File: config.mk
export PLATFORM = sky130hd
export DESIGN_NAME = if_inst_buffer
export DESIGN_NICKNAME = d
export VERILOG_FILES = /design/src/rtl/if_inst_buffer.sv
export SDC_FILE = /design/constraint.sdc
export NUM_CORES = 2
export LEC_CHECK = 0
export ABC_AREA = 1
export CAP_MARGIN = 20
export CORE_UTILIZATION = 32
export CTS_CLUSTER_DIAMETER = 200
export DETAILED_ROUTE_END_ITERATION = 16
export DONT_BUFFER_PORTS = 1
export GPL_TIMING_DRIVEN = 1
export PLACE_DENSITY = 0.51
export SLEW_MARGIN = 20
export SYNTH_ARGS = -nofsm -noshare
export SYNTH_HDL_FRONTEND = slang
export SYNTH_SLANG_ARGS = --single-unit
export TNS_END_PERCENT = 50
File: constraint.sdc
create_clock -name clk -period 6 [get_ports clk]
set_input_delay 0.9 -clock clk [delete_from_list [all_inputs] [get_ports clk]]
set_output_delay 0.9 -clock clk [all_outputs]
set_load 0.005 [all_outputs]
File: src/rtl/if_inst_buffer.sv
// Dual-issue instruction buffer between IF and the two ID decoders; circular FIFO presenting head/head+1.
// Optional IBUF_PERF_EN macro adds full/empty cycle counters as extra output ports.
module if_inst_buffer #(
  parameter int DEPTH = 8
) (
  input  logic        clk,
  input  logic        rst,
  input  logic        flush,
  input  logic [1:0]  in_valid,
  input  logic [31:0] in_ir0,
  input  logic [31:0] in_ir1,
  input  logic [31:0] in_pc0,
  input  logic [31:0] in_pc1,
  input  logic [33:0] in_pre0,
  input  logic [33:0] in_pre1,
  output logic        in_ready,
  output logic [31:0] IF_IR0,
  output logic [31:0] IF_IR1,
  output logic [31:0] PC0,
  output logic [31:0] PC1,
  output logic [33:0] brtype_pcpre0,
  output logic [33:0] brtype_pcpre1,
  output logic [1:0]  data_valid,
`ifdef IBUF_PERF_EN
  output logic [31:0] perf_full_cyc,
  output logic [31:0] perf_empty_cyc,
`endif
  input  logic [1:0]  id_accept
);
  localparam int AW = $clog2(DEPTH);
  localparam int CW = AW + 1;

  logic [31:0] ir_q  [DEPTH];
  logic [31:0] pc_q  [DEPTH];
  logic [33:0] pre_q [DEPTH];
  logic [AW-1:0] wptr, rptr, wptr1, rptr1;
  logic [CW-1:0] count;
  logic [1:0]    push_n, pop_n;

  assign wptr1 = wptr + AW'(1);
  assign rptr1 = rptr + AW'(1);

  // Registered count only: a same-cycle pop does not free space for a push.
  assign in_ready = !rst && (count <= CW'(DEPTH - 2));

  always_comb begin
    push_n = 2'd0;
    if (in_ready && in_valid[0]) push_n = in_valid[1] ? 2'd2 : 2'd1;
  end

  always_comb begin
    pop_n = 2'd0;
    case (id_accept)
      2'b01:   pop_n = (count != '0) ? 2'd1 : 2'd0;
      2'b11:   pop_n = (count >= CW'(2)) ? 2'd2 : count[1:0];
      default: pop_n = 2'd0;
    endcase
  end

  always_ff @(posedge clk) begin
    if (rst) begin
      wptr  <= '0;
      rptr  <= '0;
      count <= '0;
      for (int i = 0; i < DEPTH; i++) begin
        ir_q[i]  <= '0;
        pc_q[i]  <= '0;
        pre_q[i] <= '0;
      end
    end else if (flush) begin
      // Entry contents are left stale; only the pointers are rewound.
      wptr  <= '0;
      rptr  <= '0;
      count <= '0;
    end else begin
      if (push_n != 2'd0) begin
        ir_q[wptr]  <= in_ir0;
        pc_q[wptr]  <= in_pc0;
        pre_q[wptr] <= in_pre0;
      end
      if (push_n == 2'd2) begin
        ir_q[wptr1]  <= in_ir1;
        pc_q[wptr1]  <= in_pc1;
        pre_q[wptr1] <= in_pre1;
      end
      wptr  <= wptr + AW'(push_n);
      rptr  <= rptr + AW'(pop_n);
      count <= count + CW'(push_n) - CW'(pop_n);
    end
  end

  assign IF_IR0        = ir_q[rptr];
  assign IF_IR1        = ir_q[rptr1];
  assign PC0           = pc_q[rptr];
  assign PC1           = pc_q[rptr1];
  assign brtype_pcpre0 = pre_q[rptr];
  assign brtype_pcpre1 = pre_q[rptr1];
  assign data_valid    = {count >= CW'(2), count != '0};

`ifdef IBUF_PERF_EN
  // Saturating counters; flush does not clear them.
  always_ff @(posedge clk) begin
    if (rst) begin
      perf_full_cyc  <= '0;
      perf_empty_cyc <= '0;
    end else begin
      if (in_valid[0] && !in_ready && perf_full_cyc != 32'hFFFF_FFFF)
        perf_full_cyc <= perf_full_cyc + 32'd1;
      if (count == '0 && perf_empty_cyc != 32'hFFFF_FFFF)
        perf_empty_cyc <= perf_empty_cyc + 32'd1;
    end
  end
`endif
endmodule

======== After elaboration in Yosys (flattened, before gate mapping) ========
Memories as Yosys holds them, arrays and structs flattened. A register that Yosys moved wholly into a read port is not among the register bits.
Index checks and enable logic that the tools add are counted.
storage, ports and cells
  register bits ........................... 10
  bits in writable memories ............... 784
  input port bits ......................... 203
  output and inout port bits .............. 199
  word-level logic and storage cells ...... 65
  memories ................................ 3
memories
  memory  depth  bits a word  rd ports  clocked after Yosys merged registers in  wr ports  RTL line  text
  pre_q   8      34           2         1                                        8         35        logic [33:0] pre_q [DEPTH];
  ir_q    8      32           2         1                                        8         33        logic [31:0] ir_q [DEPTH];
  pc_q    8      32           2         1                                        8         34        logic [31:0] pc_q [DEPTH];
operators by class
  add/subtract/negate cells ............... 6
  $lt $le $gt $ge ......................... 2
  eq/ne operators ......................... 3
  muxes and demuxes ....................... 36
  reduce and logical (&&, ||, !) cells .... 12
operator list
  kind                                                                                  number
  32-bit 2-to-1 mux                                                                     4
  32-bit OR reduction                                                                   4
  34-bit 2-to-1 mux                                                                     2
  34-bit OR reduction                                                                   2
  3-bit 2-to-1 mux                                                                      9
  1-bit 2-to-1 mux                                                                      17
  3-bit by 1-bit adder with 3-bit output (second input constant)                        2
  3-bit by 2-bit adder with 3-bit output                                                2
  2-bit 2-to-1 mux                                                                      3
  4-bit by 2-bit adder with 4-bit output                                                1
  2-bit == test (second input constant)                                                 2
  4-bit by 2-bit greater-or-equal comparator with 1-bit output (second input constant)  1
  4-bit by 3-bit <= comparator with 1-bit output (second input constant)                1
  2-bit case mux with 2 select lines                                                    1
  4-bit nonzero test                                                                    1
  4-bit by 2-bit subtractor with 4-bit output                                           1
  2-bit by 1-bit == test with 1-bit output (second input constant)                      1
  1-bit logical AND                                                                     2
  2-bit nonzero test                                                                    1
  2-bit OR reduction                                                                    1
  1-bit logical NOT                                                                     1

======== Logic depth before layout (Yosys ltp) ========
  depth in word-level cells ............... 11
  mapped depth ............................ 14
  depth with buffers taken out ............ 14

======== Worst setup path before layout ========
Ideal clock, no wire load.
  path type ............................... input to register
  start ................................... input rst
  end ..................................... memory ir_q[4][0] (enable)
  library setup time ...................... 1162 ps
  data arrival time ....................... 3938 ps
  path slack .............................. 900 ps
  stages .................................. 8
  path buffers ............................ 3
  cells stage by stage .................... buf_2 > inv_2 > nand4_1 > nor2_2 > buf_2 > buf_2 > nand3_1 > nand3_1
RTL lines
  what                RTL line  text
  start: declaration  7         input logic rst,
  end: declaration    33

======== Worst setup path in the final report ========
  start ................................... register rptr[0]
  end ..................................... output brtype_pcpre1[33]
on the way
  longest elaborated chain between the ends .. 2
RTL lines
  what                                    RTL line  text
  start: declaration                      36        logic [AW-1:0] wptr, rptr, wptr1, rptr1;
  start signal: assignment                87        rptr <= rptr + AW'(pop_n);
  3-bit by 1-bit adder with 3-bit output  41        assign rptr1 = rptr + AW'(1);
  memory read 8 x 34 bit                  n/a
  end: declaration                        22        output logic [33:0] brtype_pcpre1,
No other way between the ends.

==> run_results.csv <==
group,metric,value,unit
outcome,status,"finished, violations left",
outcome,violations,"slew limit",
finish,layout.nets,6374,
sta,layout_setup_ws,1.03,ns
floorplanning,fp-row-count,147,
clock_network,clockRootBuffer,"clkbuf_16",
clock_network,cts-hold-fix-buffers,0,
sta,maxSlewViolCount,281,
synth,synth_cells,6843,
setup_path,worstReg2RegStart,"wptr[0]",
drt,wl,219000,µm
drt,drt_first_pass_iters,6,
setup_path,r2r_cells,8,
floorplanning,core,161000,µm²
synth,yosys.area_share.adder,0.00394,
drt,antenna_left,0,
global_route,antenna_found_initial,5,
min_path,hold_path_class,"in -> reg",
setup_path,endpoint_kind,"primary output",
global_route,grt_max_degree,789,
setup_path,cp.arrival,4.07,ns
floorplanning,start_util,0.323,
pwr,p_leak,21.6,nW
pwr,vdd_drop_max,0.221,mV
clock_network,cts_setup_buffers,0,
finish,final_cell_mix,"1524 x nand2_1, 980 x o21ai_0, 786 x nand4_1",
finish,syn_to_final_growth,5.88,%
synth,yosys_warnings,0,
global_route,grt_pass1_vias,46400,
finish,multiInputGateArea,23600,µm²
drt,drtIter0Drc,5558,
pwr,p_total,16.1,mW
min_path,hp-start,"in_pre0[25]",
sta,finalSetupTns,0,ns
setup_path,required,5.10,ns
sta,finalHoldViolations,0,
drt,wl_per_cell,26.1,µm
setup_path,crit_start,"rptr[0]",
clock_network,htreeDepth,3,
setup_path,startpoint_type,"flop",
sta,max-slew-margin-rel,-0.757,
clock_network,cts_tree,"built",
sta,fmax,201,MHz
setup_path,cp_max_fo,241,
floorplanning,die-area,164000,µm²
global_route,gr-total-overflow,0,
floorplanning,die_height,405,µm
sta,rsz0062_at_grt,"false",
clock_network,clock_sinks,794,
pwr,cellPowerDensity,293,nW/µm²
finish,drive_above_1_share,0.0416,
synth,synth_cell_type_count,31,
placement,gp_congestion,0.795,
placement,io_buffer_count,0,
synth,yosysSeqAreaShare,0.456,
sta,period_share,0.829,
drt,vias,50100,
floorplanning,io_pins,402,
placement,dpl.hpwl,113000,µm
synth,synth_area,52000,µm²
synth,ys_ff_latch,794,
clock_network,clk_latency,0.73,ns
sta,finClkSkew,0.0300,ns
synth,synth_nets,7060,
run,max_cap_viol_count,0,
clock_network,ctsResizeCount,0,
clock_network,cts_made_buffers,101,
finish,nFillCells,16500,
min_path,worstHoldPathCells,2,
sta,worst_pin_slew,2.64,ns
floorplanning,die_w,405,µm
finish,final_common_cell,"nand2_1",
finish,final_cell_count_no_fill,8393,
placement,place_inst,8213,
synth,synthXorXnorAreaFrac,0.000673,
sta,final.min_clock_period,4.97,ns
synth,synth.avg_cell_area,7.61,µm²
synth,synth_top_family_by_area,"simple AND/OR/NAND/NOR gates",
global_route,grt_pass1_wl,316000,µm
drt,vias_per_cell,5.96,
synth,synth-simple-area-share,0.288,
finish,regArea,23800,µm²
synth,synth_compound_area_frac,0.157,
global_route,grt_usage,0.257,
finish,diodes,0,
setup_path,critPathKind,"reg -> out",
clock_network,cts.clk_slew.worst_paths,0.06,ns
synth,synth.area.mux_share,0,
clock_network,clock_path_buffers,3,
drt,drc,0,
sta,setup_violations,0,
placement,pre_cts_ws,1.97,ns
==> worst paths after layout <==
path	slack, ns	endpoint
setup / recovery	1.03	brtype_pcpre1[33]
hold / removal	0.36	pre_q[2][25]
setup reg to reg	1.99	pc_q[2][7]
hold reg to reg	0.62	wptr[2]
==> synth_stat cells <==
master | count | area [µm²]
nand2_1 | 1530 | 5740
o21ai_0 | 980 | 4900
nand4_1 | 786 | 4920
edfxtp_1 | 784 | 23500
nor2_1 | 478 | 1790
nand3_1 | 472 | 2360
clkbuf_1 | 398 | 1490
a21oi_1 | 394 | 1970
inv_1 | 255 | 957
buf_2 | 199 | 996
o21ai_1 | 162 | 811
buf_1 | 137 | 514
clkbuf_2 | 81 | 405
o21a_1 | 66 | 495
buf_4 | 64 | 480
nor2_2 | 13 | 81.3
dfxtp_1 | 10 | 200
ha_1 | 10 | 125
inv_2 | 5 | 18.8
fa_1 | 4 | 80.1
nor2_4 | 3 | 33.8
xor2_1 | 3 | 26.3
a31oi_1 | 1 | 6.26
buf_6 | 1 | 11.3
clkinv_1 | 1 | 3.75
nand2_2 | 1 | 6.26
nand3_2 | 1 | 10.0
nand4_4 | 1 | 21.3
nor3_2 | 1 | 10.0
nor3_4 | 1 | 16.3
xnor2_1 | 1 | 8.76
==> power by group <==
part / internal, mW / switching [mW]
sequential: 6.34 / 0.106
combinational: 1.02 / 2.85
clock: 3.29 / 2.54
total: 10.6 / 5.50
==> per-stage QoR <==
stage / util / cell area (µm²) / hold slack [ns]
global placement: 0.323 / 52000 / 0.599
global route: 0.342 / 55100 / 0.320
CTS: 0.342 / 55100 / 0.295
detailed placement: 0.323 / 52000 / 0.607
floorplan: - / 52000 / 0.556
finish: 0.342 / 55100 / 0.356
==> worst max-delay path: stages (launching register included) <==
cell     delay (ns)
dfxtp_4        0.41
buf_12         0.66
buf_12         0.74
o21ai_0        0.21
o21ai_0        0.25
inv_1          0.06
o21ai_0        0.79
==> layer usage <==
metal | GRT usage | wire length (µm)
met3 | 0.0553 | 21600
met4 | 0.0942 | 7600
met2 | 0.414 | 100000
met1 | 0.338 | 89500
met5 | 0 | 0
==> state kept, by name, indices dropped and copies added, names as in the netlist <==
| name | flops |
|---|---|
| ir_q | 256 |
| rptr | 3 |
| pc_q | 256 |
| wptr | 3 |
| pre_q | 272 |
| count | 4 |
==> cell type report <==
| type | count | share of cell area |
|---|---|---|
| multi-input cells | 4908 | 0.428 |
| repair buffers | 91 | 0.0187 |
| flip-flops and latches | 794 | 0.431 |
| clock inverters | 41 | 0.00547 |
| inverters | 261 | 0.0180 |
| clock buffers | 138 | 0.0495 |
| well taps | 2160 | 0.0490 |
==> cells by family (layout without fill, tap and decap cells) <==
family / Yosys count / count (layout)
AOI/OAI and AO/OA: 1603 / 1603
adders and majority gates: 14 / 14
DFF: 794 / 794
xor gates and xnor gates: 4 / 4
buffers and inverters: 1141 / 531
and+or+nand+nor: 3287 / 3287
Note: power is estimated with default switching activity, not from simulation.
